### config.mk
export PLATFORM = sky130hd
export DESIGN_NAME = uart_tx_unit
export DESIGN_NICKNAME = d
export VERILOG_FILES = /design/src/rtl/uart_pkg.sv /design/src/rtl/uart_baud_tick.sv /design/src/rtl/uart_tx_unit.sv
export SDC_FILE = /design/constraint.sdc
export NUM_CORES = 1
export LEC_CHECK = 0
export ABC_AREA = 1
export CAP_MARGIN = 5
export CORE_MARGIN = 2
export CORE_UTILIZATION = 40
export DETAILED_ROUTE_END_ITERATION = 6
export MAX_ROUTING_LAYER = met4
export PLACE_DENSITY = 0.62
export SYNTH_ARGS = -nofsm -noshare
export SYNTH_HDL_FRONTEND = slang
export SYNTH_HIERARCHICAL = 1
export SYNTH_SLANG_ARGS = --single-unit
### constraint.sdc
create_clock -name clk -period 1.79 [get_ports clk]
set_input_delay 0.179 -clock clk [delete_from_list [all_inputs] [get_ports clk]]
set_output_delay 0.179 -clock clk [all_outputs]
set_load 0.03 [all_outputs]
### src/rtl/uart_pkg.sv
// rtl/uart_pkg.sv - shared types and constants for the 8N1 UART transmitter
package uart_pkg;

  localparam int DEFAULT_CLKS_PER_BIT = 868;
  localparam int DATA_BITS            = 8;
  localparam int BIT_IDX_W            = $clog2(DATA_BITS);

  typedef enum logic [1:0] {
    IDLE  = 2'd0,
    START = 2'd1,
    DATA  = 2'd2,
    STOP  = 2'd3
  } tx_state_e;

endpackage

### src/rtl/uart_baud_tick.sv
// rtl/uart_baud_tick.sv - bit-period counter with one-cycle tick on the last clock of each bit
module uart_baud_tick #(
  parameter int CLKS_PER_BIT = 868
) (
  input  logic clk,
  input  logic rst,
  input  logic clr,
  output logic tick
);

  localparam int CNT_W = (CLKS_PER_BIT > 1) ? $clog2(CLKS_PER_BIT) : 1;
  localparam logic [CNT_W-1:0] CNT_LAST = CNT_W'(CLKS_PER_BIT - 1);

  logic [CNT_W-1:0] cnt_q;
  logic [CNT_W-1:0] cnt_d;

  // Held at zero while cleared so the first bit after acceptance gets a full period.
  always_comb begin
    cnt_d = cnt_q;
    if (clr) begin
      cnt_d = '0;
    end else if (cnt_q == CNT_LAST) begin
      cnt_d = '0;
    end else begin
      cnt_d = cnt_q + 1'b1;
    end
  end

  always_ff @(posedge clk or negedge rst) begin
    if (!rst) begin
      cnt_q <= '0;
    end else begin
      cnt_q <= cnt_d;
    end
  end

  assign tick = !clr && (cnt_q == CNT_LAST);

endmodule

### src/rtl/uart_tx_unit.sv
// rtl/uart_tx_unit.sv - byte-wide 8N1 UART transmitter with ready/enable handshake
module uart_tx_unit
  import uart_pkg::*;
#(
  parameter int CLKS_PER_BIT = DEFAULT_CLKS_PER_BIT
) (
  input  logic                 clk,
  input  logic                 rst,
  input  logic                 en,
  input  logic [DATA_BITS-1:0] data,
  output logic                 rdy,
  output logic                 tx
);

  localparam logic [BIT_IDX_W-1:0] LAST_IDX = BIT_IDX_W'(DATA_BITS - 1);

  tx_state_e            state_q, state_d;
  logic [DATA_BITS-1:0] shift_q, shift_d;
  logic [BIT_IDX_W-1:0] bit_idx_q, bit_idx_d;
  logic                 tx_q, tx_d;
  logic                 rdy_q, rdy_d;
  logic                 baud_clr;
  logic                 bit_tick;

  assign baud_clr = (state_q == IDLE);

  uart_baud_tick #(
    .CLKS_PER_BIT(CLKS_PER_BIT)
  ) u_baud (
    .clk (clk),
    .rst (rst),
    .clr (baud_clr),
    .tick(bit_tick)
  );

  // The shift register moves right so the next data bit is always shift_q[1].
  always_comb begin
    state_d   = state_q;
    shift_d   = shift_q;
    bit_idx_d = bit_idx_q;
    tx_d      = tx_q;
    rdy_d     = rdy_q;
    case (state_q)
      IDLE: begin
        tx_d  = 1'b1;
        rdy_d = 1'b1;
        if (en) begin
          shift_d   = data;
          bit_idx_d = '0;
          state_d   = START;
          tx_d      = 1'b0;
          rdy_d     = 1'b0;
        end
      end
      START: begin
        if (bit_tick) begin
          state_d   = DATA;
          bit_idx_d = '0;
          tx_d      = shift_q[0];
        end
      end
      DATA: begin
        if (bit_tick) begin
          if (bit_idx_q == LAST_IDX) begin
            state_d = STOP;
            tx_d    = 1'b1;
          end else begin
            bit_idx_d = bit_idx_q + 1'b1;
            shift_d   = {1'b0, shift_q[DATA_BITS-1:1]};
            tx_d      = shift_q[1];
          end
        end
      end
      STOP: begin
        tx_d = 1'b1;
        if (bit_tick) begin
          state_d = IDLE;
          rdy_d   = 1'b1;
        end
      end
      default: begin
        state_d = IDLE;
        tx_d    = 1'b1;
        rdy_d   = 1'b1;
      end
    endcase
  end

  always_ff @(posedge clk or negedge rst) begin
    if (!rst) begin
      state_q   <= IDLE;
      shift_q   <= '0;
      bit_idx_q <= '0;
      tx_q      <= 1'b1;
      rdy_q     <= 1'b1;
    end else begin
      state_q   <= state_d;
      shift_q   <= shift_d;
      bit_idx_q <= bit_idx_d;
      tx_q      <= tx_d;
      rdy_q     <= rdy_d;
    end
  end

  assign tx  = tx_q;
  assign rdy = rdy_q;

endmodule

==> results of run 1 <==
flip-flops by register name, indices dropped and copies added (netlist names):
signal / count
state_q: 2
tx: 1
u_baud/cnt_q: 10
bit_idx_q: 3
rdy: 1
shift_q: 8
final cells by class:
type	instances	area (um2)
clock buffers	3	22.5
clock inverters	1	5.00
fillers	329	1660
inverters	13	48.8
multi-input cells	128	721
flip-flops and latches	25	628
well taps	46	57.6
repair buffers	21	193
per-stage QoR:
| step | total power [mW] | area [um2] | worst slack, ns | hold slack (ns) | util [%] |
|---|---|---|---|---|---|
| after floorplan | 1.87 | 1380 | 0.0423 | -0.117 | - |
| after global placement | 2.13 | 1590 | 0.0970 | 0.453 | 47.8 |
| after detailed placement | 2.18 | 1590 | 0.0762 | 0.461 | 47.8 |
| after CTS | 2.45 | 1620 | 0.0220 | 0.190 | 48.6 |
| after global routing | 2.80 | 1680 | -0.0185 | 0.216 | 50.2 |
| final | 2.54 | 1680 | 0.142 | 0.182 | 50.2 |
cells in the mapped netlist, types with 5 or more instances:
master	count	share of area [%]
ha_1	7	6.3
nor2_2	5	2.3
inv_1	13	3.5
a21oi_1	5	1.8
nand3_1	12	4.3
o21ai_0	11	4.0
dfrtp_1	23	42
nand2_1	40	11
o21ai_1	6	2.2
or2_2	6	2.7
nor2_1	16	4.3
worst max-delay path, delay by kind of cell, from the launching register on:
kind / cells / cell delay (ns)
and+or+nand+nor: 9 / 0.91
buffers and inverters: 1 / 0.13
DFF: 1 / 0.38
adders and majority gates: 1 / 0.17
report_power, final:
| group | leakage, nW | switching, mW | internal [mW] |
|---|---|---|---|
| registers | 0.321 | 0.122 | 0.780 |
| clock network | 0.0177 | 0.176 | 0.0838 |
| logic | 0.461 | 0.818 | 0.561 |
per-layer routing:
| layer | wire (um) | vias to the layer above | GRT usage, % |
|---|---|---|---|
| li1 | - | 592 | - |
| met3 | 80 | 5 | 1.98 |
| met4 | 48 | 0 | 6.39 |
| met1 | 1260 | 519 | 18.3 |
| met5 | 0 | - | - |
| met2 | 1200 | 16 | 23.5 |
kinds of logic after synthesis:
group                    synth area share, %
flip-flops                              45.4
XOR/XNOR                                1.90
AND/OR/NAND/NOR                         31.0
AO/OA/AOI/OAI                           10.4
adder cells (fa/ha/maj)                 6.33
buffers and inverters                   4.89
path summary, 6_finish.rpt:
check                                           from                        end  slack [ns]  cells after the start
setup / recovery           u_baud/cnt_q[0]$_DFF_PN0_   bit_idx_q[1]$_DFFE_PN0P_        0.14                     11
hold / removal                                   rst  u_baud/cnt_q[8]$_DFF_PN0_        0.18                      2
setup reg to reg           u_baud/cnt_q[0]$_DFF_PN0_   bit_idx_q[1]$_DFFE_PN0P_        0.14                     11
hold reg to reg                      rdy$_DFFE_PN1P_            rdy$_DFFE_PN1P_        0.48                      2
max in group asynchronous                        rst             tx$_DFFE_PN1P_        1.32                      2
min in group clk                             data[7]     shift_q[7]$_DFFE_PN0P_        0.41                      3
repair_timing:
item / in CTS / in global routing
setup endpoints to repair: 0 / 15
gates resized for setup: 0 / 12
buffers inserted: 0 / 2
==> run_results.csv, run 1 <==
group,metric,value,unit
status,outcome,"completed",
route,drt_wl_total,2.58,mm
synth,synth_edf_count,0,
power_and_ir_drop,vdd_drop_max,0.532,mV
clock_network,insertion_delay,0.33,ns
global_route,grt_use_total,14.5,%
timing,hold_viol,0,
timing,finalSetupViolations,0,
clock_network,clockRootBuffer,"clkbuf_4",
synth,ys_ff_latch,25,
route,num_vias,1132,
global_route,grt_start_max_net_pins,26,
finish,instances_no_fill,237,
timing,worst_slew_margin_rel,76.4,%
route,via_per_inst,4.78,
route,routedWlPerCell,10.9,um
synth,synth_area_per_cell,8.28,um2
route,drc,0,
synth,ys.flop_type,"dfrtp_1",
floorplanning,initial_core_util,41.4,%
setup_path,critical-path-max-stage-delay,0.38,ns
clock_network,tritoncts,"done",
synth,synth-async-reset-ratio,100,%
synth,synth.distinct_cells,27,
timing,worstMarginPinSlew,0.350,ns
finish,drive_gt1_share,20.4,%
synth,syn-instance-count,167,
clock_network,clockBufferDepth,2,
global_route,grt_pass1_wl,4.50,mm
power_and_ir_drop,power_leakage,0.800,nW
global_route,grt-ovfl-total,0,
global_route,grt_pass1_vias,1024,
floorplanning,floorplan.die.width,62.8,um
setup_path,critPathMaxFanout,5,
timing,fmax,607,MHz
setup_path,crit_path_cell_trace,"ha_1, nand2_1, nor3_1, nand3_1, nor2_2, buf_4, nor2_1, nor2_2, nand2_1, nand2_1, nand2_1",
setup_path,endpoint_kind,"flip-flop",
placed_design,place_inst,230,
floorplanning,core_area,0.00334,mm2
clock_network,clk_pin_slew,0.15,ns
route,ant_nets,0,
clock_network,cts_hold_buf,0,
floorplanning,die_area,0.00394,mm2
placed_design,gp_congestion,0.768,
hold_path,hold_path_class,"input pin to async pin",
setup_path,start_kind,"flip-flop",
finish,layout.nets,210,
placed_design,portBuffers,12,
setup_path,cpMostUsedCell,"nand2_1",
clock_network,cts_made_buffers,3,
finish,final_cell_mix,"40 x nand2_1, 23 x dfrtp_1, 14 x nor2_1",
power_and_ir_drop,p_per_area,1520,mW/mm2
synth,synth-seq-area-share,45.4,%
finish,area_delta_synth_final,21.2,%
timing,finalCritPeriodShare,92.1,%
route,drtIter0Drc,66,
timing,fin_crit,1.65,ns
clock_network,cts_max_level,1,
timing,fin_setup_tns,0,ns
clock_network,cts.sinks,25,
global_route,antenna_found_initial,0,
setup_path,crit_slowest_cell,"dfrtp_1",
timing,fin_worst_skew,0.0153,ns
synth,syn_area,0.00138,mm2
finish,diodes,0,
setup_path,crit_arrival,1.89,ns
floorplanning,rows,21,
flow_run,drv_cap,0,
floorplanning,ios,13,
synth,ys_warn_count,6,
placed_design,dp_hpwl,1.93,mm
route,dr.pass1.iters,4,
finish,final_common_cell,"nand2_1",
setup_path,critPathRequiredTime,2.03,ns
synth,syn_nets,185,
setup_path,path_class,"flip-flop to flip-flop",
timing,slew_viol_final,0,
floorplanning,die_y,62.8,um
Note: power is estimated with default switching activity, not from simulation.
==> run 2, diff against run 1 <==
--- a/config.mk
+++ b/config.mk
@@ -8,10 +8,10 @@
 export ABC_AREA = 1
 export CAP_MARGIN = 5
 export CORE_MARGIN = 2
-export CORE_UTILIZATION = 40
+export CORE_UTILIZATION = 50
 export DETAILED_ROUTE_END_ITERATION = 6
 export MAX_ROUTING_LAYER = met4
-export PLACE_DENSITY = 0.62
+export PLACE_DENSITY = 0.75
 export SYNTH_ARGS = -nofsm -noshare
 export SYNTH_HDL_FRONTEND = slang
 export SYNTH_HIERARCHICAL = 1
==> constraint.sdc (replaced) <==
create_clock -name clk -period 1.45 [get_ports clk]
set_input_delay 0.145 -clock clk [delete_from_list [all_inputs] [get_ports clk]]
set_output_delay 0.145 -clock clk [all_outputs]
set_load 0.03 [all_outputs]
==> run_results.csv, run 2 (same netlist as run 1, synthesis figures left out) <==
group,metric,value,unit
timing,setup_ws,-0.229,ns
finish,top_regs,"u_baud/cnt_q (10), shift_q (8), bit_idx_q (3)",
setup_path,worstReg2RegEnd,"shift_q[4]$_DFFE_PN0P_",
timing,fin_crit,1.68,ns
clock_network,cts.sinks,25,
finish,area_delta_synth_final,35.7,%
status,violations,"negative setup slack",
setup_path,r2r-start,"u_baud/cnt_q[1]$_DFF_PN0_",
finish,final_cell_mix,"35 x nand2_1, 29 x buf_4, 23 x dfrtp_1",
clock_network,tritoncts,"done",
setup_path,critPathRequiredTime,1.70,ns
placed_design,portBuffers,12,
placed_design,gp_congestion,0.866,
global_route,grt-ovfl-total,0,
flow_run,drv_cap,0,
power_and_ir_drop,power_leakage,0.899,nW
route,routedWlPerCell,14.4,um
placed_design,dp_hpwl,2.35,mm
placed_design,place_inst,235,
finish,top_register,"u_baud/cnt_q",
route,drtIter0Drc,56,
placed_design,post-place-ws,-0.268,ns
finish,final_common_cell,"nand2_1",
status,outcome,"finished, violations left",
route,drt_wl_total,3.48,mm
timing,fin_hold_ws,0.136,ns
floorplanning,initial_core_util,51.5,%
setup_path,ff2ff_setup_slack,-0.23,ns
clock_network,insertion_delay,0.34,ns
route,dr.pass1.iters,4,
clock_network,clockRootBuffer,"clkbuf_4",
setup_path,endpoint_kind,"flip-flop",
timing,fmax,596,MHz
route,drc,0,
clock_network,cts_made_buffers,3,
floorplanning,rows,19,
global_route,grt_start_max_net_pins,26,
timing,hold_viol,0,
hold_path,hold_path_class,"input pin to async pin",
timing,worst_slew_margin_rel,76.2,%
setup_path,reg2regPathDepth,10,
route,num_vias,1326,
timing,fin_worst_skew,0.0207,ns
power_and_ir_drop,p_per_area,1980,mW/mm2
finish,instances_no_fill,242,
clock_network,clockBufferDepth,2,
power_and_ir_drop,vdd_drop_max,1.30,mV
setup_path,critPathMaxFanout,8,
setup_path,start_kind,"flip-flop",
timing,slew_viol_final,0,
route,via_per_inst,5.48,
clock_network,clk_pin_slew,0.16,ns
finish,diodes,0,
finish,largest_reg_flops,10,
floorplanning,die_y,56.6,um
timing,rsz0062_at_grt,"yes",
clock_network,cts_max_level,1,
global_route,grt_pass1_wl,5.26,mm
global_route,grt_pass1_vias,1292,
global_route,antenna_found_initial,0,
timing,worstMarginPinSlew,0.356,ns
route,ant_nets,0,
floorplanning,ios,13,
global_route,grt_use_total,22.4,%
setup_path,crit_end,"shift_q[4]$_DFFE_PN0P_",
setup_path,path_class,"flip-flop to flip-flop",
setup_path,setup.worst_path.start,"u_baud/cnt_q[1]$_DFF_PN0_",
finish,layout.nets,230,
timing,finalCritPeriodShare,116,%
floorplanning,floorplan.die.width,56.6,um
floorplanning,core_area,0.00269,mm2
timing,finalSetupViolations,15,
floorplanning,die_area,0.00320,mm2
finish,drive_gt1_share,34.1,%
clock_network,cts_hold_buf,0,
setup_path,crit_arrival,1.93,ns
[run 2: cell count changes in the layout (fill, tap and decap cells not counted), moves of 2 or more]
cell,delta
nor2_2,-2
nor2_4,+2
dlymetal6s2s_1,-2
buf_4,+20
nand2_1,-5
o21ai_1,-2
nand2_2,+4
o21ai_4,+2
[run 2: critical path, stage by stage (launching register included)]
cell	delay (ns)
dfrtp_1	0.43
ha_4	0.15
nand2_2	0.05
nor3_2	0.09
nand3_1	0.11
nor2_2	0.16
inv_2	0.09
o21ai_4	0.22
nand2_4	0.13
nand2_2	0.10
o21ai_2	0.05
[run 2: how the worst min path moves through the flow]
stage | startpoint | endpoint | slack, ns
detailed placement | rdy$_DFFE_PN1P_ | rdy$_DFFE_PN1P_ | 0.46
finish | rst | u_baud/cnt_q[1]$_DFF_PN0_ | 0.14
global route | rst | u_baud/cnt_q[8]$_DFF_PN0_ | 0.18
global placement | shift_q[7]$_DFFE_PN0P_ | shift_q[7]$_DFFE_PN0P_ | 0.45
floorplan | rst | bit_idx_q[0]$_DFFE_PN0P_ | -0.15
CTS | rst | u_baud/cnt_q[9]$_DFF_PN0_ | 0.15
[run 2: area by class of cell]
type | count | area (um2)
Clock buffer | 3 | 22.5
Clock inverter | 1 | 7.51
Fill cell | 202 | 811
Inverter | 13 | 48.8
Multi-Input combinational cell | 128 | 797
Sequential cell | 25 | 628
Tap cell | 31 | 38.8
Timing Repair Buffer | 41 | 333
[run 2: stage by stage]
stage / utilization, % / TNS [ns] / total power [mW] / cell area (um2)
after floorplan: - / -1.27 / 2.34 / 1400
after global placement: 64.8 / -1.71 / 2.91 / 1740
after detailed placement: 64.8 / -2.85 / 3.02 / 1740
after CTS: 67.5 / -2.80 / 3.49 / 1810
after global routing: 69.8 / -4.26 / 3.99 / 1880
final: 69.8 / -2.93 / 3.71 / 1880
[run 2: power by group]
group / internal, mW / switching (mW) / total, mW
Combinational: 0.974 / 1.27 / 2.24
Sequential: 0.963 / 0.170 / 1.13
Clock: 0.106 / 0.230 / 0.336
Total: 2.04 / 1.67 / 3.71
[run 2: repair_timing]
| item | CTS | global route |
|---|---|---|
| buffers inserted | 0 | 2 |
| gates resized for setup | 15 | 15 |
| pin swaps | 5 | 9 |
| gates cloned | 1 | 0 |
| endpoints found under the setup margin | 16 | 21 |
[run 2: per-layer routing]
metal	vias to the layer above	wire, um	track usage (%)
li1	633	-	-
met1	630	1280	21.1
met2	48	1940	41.0
met3	15	142	4.61
met4	0	125	13.3
met5	-	0	-
==> run 3, diff against run 2 <==
--- a/config.mk
+++ b/config.mk
@@ -7,11 +7,14 @@
 export LEC_CHECK = 0
 export ABC_AREA = 1
 export CAP_MARGIN = 5
+export CELL_PAD_IN_SITES_DETAIL_PLACEMENT = 0
+export CELL_PAD_IN_SITES_GLOBAL_PLACEMENT = 2
 export CORE_MARGIN = 2
-export CORE_UTILIZATION = 50
+export CORE_UTILIZATION = 30
 export DETAILED_ROUTE_END_ITERATION = 6
 export MAX_ROUTING_LAYER = met4
-export PLACE_DENSITY = 0.75
+export PLACE_DENSITY = 0.74
+export SLEW_MARGIN = 40
 export SYNTH_ARGS = -nofsm -noshare
 export SYNTH_HDL_FRONTEND = slang
 export SYNTH_HIERARCHICAL = 1
==> run_results.csv, run 3 (same netlist as run 1, synthesis figures left out) <==
group,metric,value,unit
status,outcome,"finished, violations left",
status,violations,"negative setup slack",
power_and_ir_drop,power.internal,2.23,mW
finish,fillers,444,
floorplanning,initial_core_util,31.5,%
global_route,grt_busiest_layer,"met2",
setup_path,path_class,"flip-flop to flip-flop",
global_route,grt_use_met2,28.4,%
timing,setup_ws,-0.114,ns
placed_design,portBuffers,12,
timing,hold_viol,0,
clock_network,clockRootBuffer,"clkbuf_8",
power_and_ir_drop,switchingPower,1.65,mW
clock_network,tritoncts,"done",
timing,fin_worst_skew,0.0100,ns
timing,fmax,639,MHz
clock_network,cts_made_buffers,3,
route,routedWlPerCell,12.3,um
timing,slew_viol_final,0,
setup_path,ff2ff_setup_slack,-0.11,ns
timing,finalCritPeriodShare,108,%
flow_run,drv_cap,0,
clock_network,clockBufferDepth,2,
setup_path,cp_top_family,"simple AND/OR/NAND/NOR gates",
finish,final_cell_mix,"32 x buf_4, 31 x nand2_1, 22 x dfrtp_1",
clock_network,insertion_delay,0.28,ns
placed_design,post-place-ws,-0.218,ns
route,drt_wl_total,3.30,mm
timing,rsz0062_at_grt,"yes",
global_route,grtUsageMet1,15.9,%
finish,top_register,"u_baud/cnt_q",
global_route,grt-ovfl-total,0,
floorplanning,die_y,71.9,um
route,dr.pass1.iters,6,
floorplanning,rows,24,
timing,worst_slew_margin_rel,77.4,%
clock_network,cts.sinks,25,
power_and_ir_drop,power_leakage,0.927,nW
power_and_ir_drop,power,3.88,mW
finish,layout.nets,234,
floorplanning,floorplan.die.width,71.9,um
floorplanning,ios,13,
setup_path,reg2regPathDepth,11,
finish,fin_area,0.00197,mm2
route,via_per_inst,4.69,
clock_network,cts_max_level,1,
timing,worstMarginPinSlew,0.339,ns
setup_path,worstReg2RegEnd,"bit_idx_q[1]$_DFFE_PN0P_",
finish,fin_util,45.0,%
route,drc,0,
setup_path,critical-path-max-stage-delay,0.40,ns
clock_network,cts_hold_buf,0,
hold_path,hold_path_class,"input pin to async pin",
setup_path,start_kind,"flip-flop",
power_and_ir_drop,swShare,42.6,%
finish,top_regs,"u_baud/cnt_q (10), shift_q (8), bit_idx_q (3)",
setup_path,crit_arrival,1.74,ns
setup_path,crit_slowest_cell,"dfrtp_1",
finish,final_common_cell,"buf_4",
finish,largest_reg_flops,10,
route,drtIter0Drc,24,
clock_network,clk_pin_slew,0.10,ns
global_route,grt_start_max_net_pins,26,
setup_path,r2r-start,"u_baud/cnt_q[0]$_DFF_PN0_",
setup_path,critPathRequiredTime,1.62,ns
finish,regArea,629,um2
global_route,grt_pass1_vias,1327,
finish,diodes,0,
timing,finalSetupViolations,14,
placed_design,gp_congestion,0.786,
floorplanning,core_area,0.00438,mm2
setup_path,crit_buf_inv,1,
global_route,grt_use_total,14.9,%
global_route,met3_usage,2.11,%
power_and_ir_drop,power.share.clock,11.3,%
setup_path,endpoint_kind,"flip-flop",
finish,multi_input_area,812,um2
placed_design,placed_area,0.00179,mm2
route,num_vias,1251,
global_route,antenna_found_initial,0,
power_and_ir_drop,pwr-share-comb,59.7,%
floorplanning,die_area,0.00517,mm2
power_and_ir_drop,p_per_area,1970,mW/mm2
timing,fin_crit,1.56,ns
power_and_ir_drop,vdd_drop_max,0.725,mV
setup_path,critPathMaxFanout,3,
finish,drive_gt1_share,38.1,%
global_route,grt_pass1_wl,5.87,mm
setup_path,crit_path_cell_trace,"ha_4, nand2_2, nor3_2, nand3_1, nor2_2, buf_4, nor2_2, nor2_4, nand2_2, nand2_1, nand2_1",
power_and_ir_drop,pwr-share-seq,29.0,%
placed_design,dp_hpwl,2.37,mm
finish,area_delta_synth_final,42.7,%
route,ant_nets,0,
-- run 3: cell count changes in the layout (fill, tap and decap cells not counted), sizes merged --
cell / change
dlygate4sd2: +2
clkdlybuf4s15: -1
clkbuf: -1
buf: +4
-- run 3: layout make-up --
type                            instances  share of cell area (%)
Clock buffer                            3                    2.09
Clock inverter                          1                   0.380
Inverter                               13                    2.47
Multi-Input combinational cell        128                    41.2
Sequential cell                        25                    31.9
Tap cell                               52                    3.30
Timing Repair Buffer                   45                    18.7
-- run 3: worst max path at each step --
stage	cells after the start	from	slack (ns)	endpoint
after global placement	10	u_baud/cnt_q[1]$_DFF_PN0_	-0.18	shift_q[5]$_DFFE_PN0P_
after detailed placement	10	u_baud/cnt_q[1]$_DFF_PN0_	-0.22	shift_q[6]$_DFFE_PN0P_
final	11	u_baud/cnt_q[0]$_DFF_PN0_	-0.11	bit_idx_q[1]$_DFFE_PN0P_
after CTS	10	u_baud/cnt_q[1]$_DFF_PN0_	-0.20	shift_q[2]$_DFFE_PN0P_
after global routing	11	u_baud/cnt_q[0]$_DFF_PN0_	-0.23	bit_idx_q[1]$_DFFE_PN0P_
after floorplan	11	u_baud/cnt_q[0]$_DFF_PN0_	-0.16	shift_q[1]$_DFFE_PN0P_
-- run 3: timing repair --
| action | 4_1_cts | 5_1_grt |
|---|---|---|
| gates resized for setup | 17 | 18 |
| gates cloned | 1 | 0 |
| pin swaps | 8 | 11 |
| setup buffers | 0 | 3 |
| setup endpoints to repair | 16 | 19 |
-- run 3: power by group through the flow --
stage                     Clock [mW]  Combinational (mW)  Sequential (mW)
after global placement             0                1.88             1.11
final                          0.437                2.32             1.13
after detailed placement           0                1.93             1.13
after floorplan                    0                1.16             1.18
after global routing           0.483                2.60             1.16
after CTS                      0.459                2.06             1.12
-- run 3: metrics by stage --
stage	hold slack (ns)	instances	TNS, ns
final	0.238	267	-1.22
after global routing	0.261	267	-2.84
after CTS	0.249	264	-2.19
after detailed placement	0.457	259	-2.43
after global placement	0.456	259	-1.99
after floorplan	-0.151	167	-1.27
-- run 3: worst register-to-register path, stage by stage (launching register included) --
cell and delay [ns]:
dfrtp_1 0.40, ha_4 0.15, nand2_2 0.05, nor3_2 0.10
nand3_1 0.11, nor2_2 0.13, buf_4 0.13, nor2_2 0.04
nor2_4 0.14, nand2_2 0.10, nand2_1 0.07, nand2_1 0.05
-- run 3: routing by layer --
metal	part of all wire [%]	up-vias	wire length, um
li1	-	642	-
met3	1.9	8	64
met5	0	-	0
met1	42	585	1390
met4	2.0	0	65
met2	54	16	1780
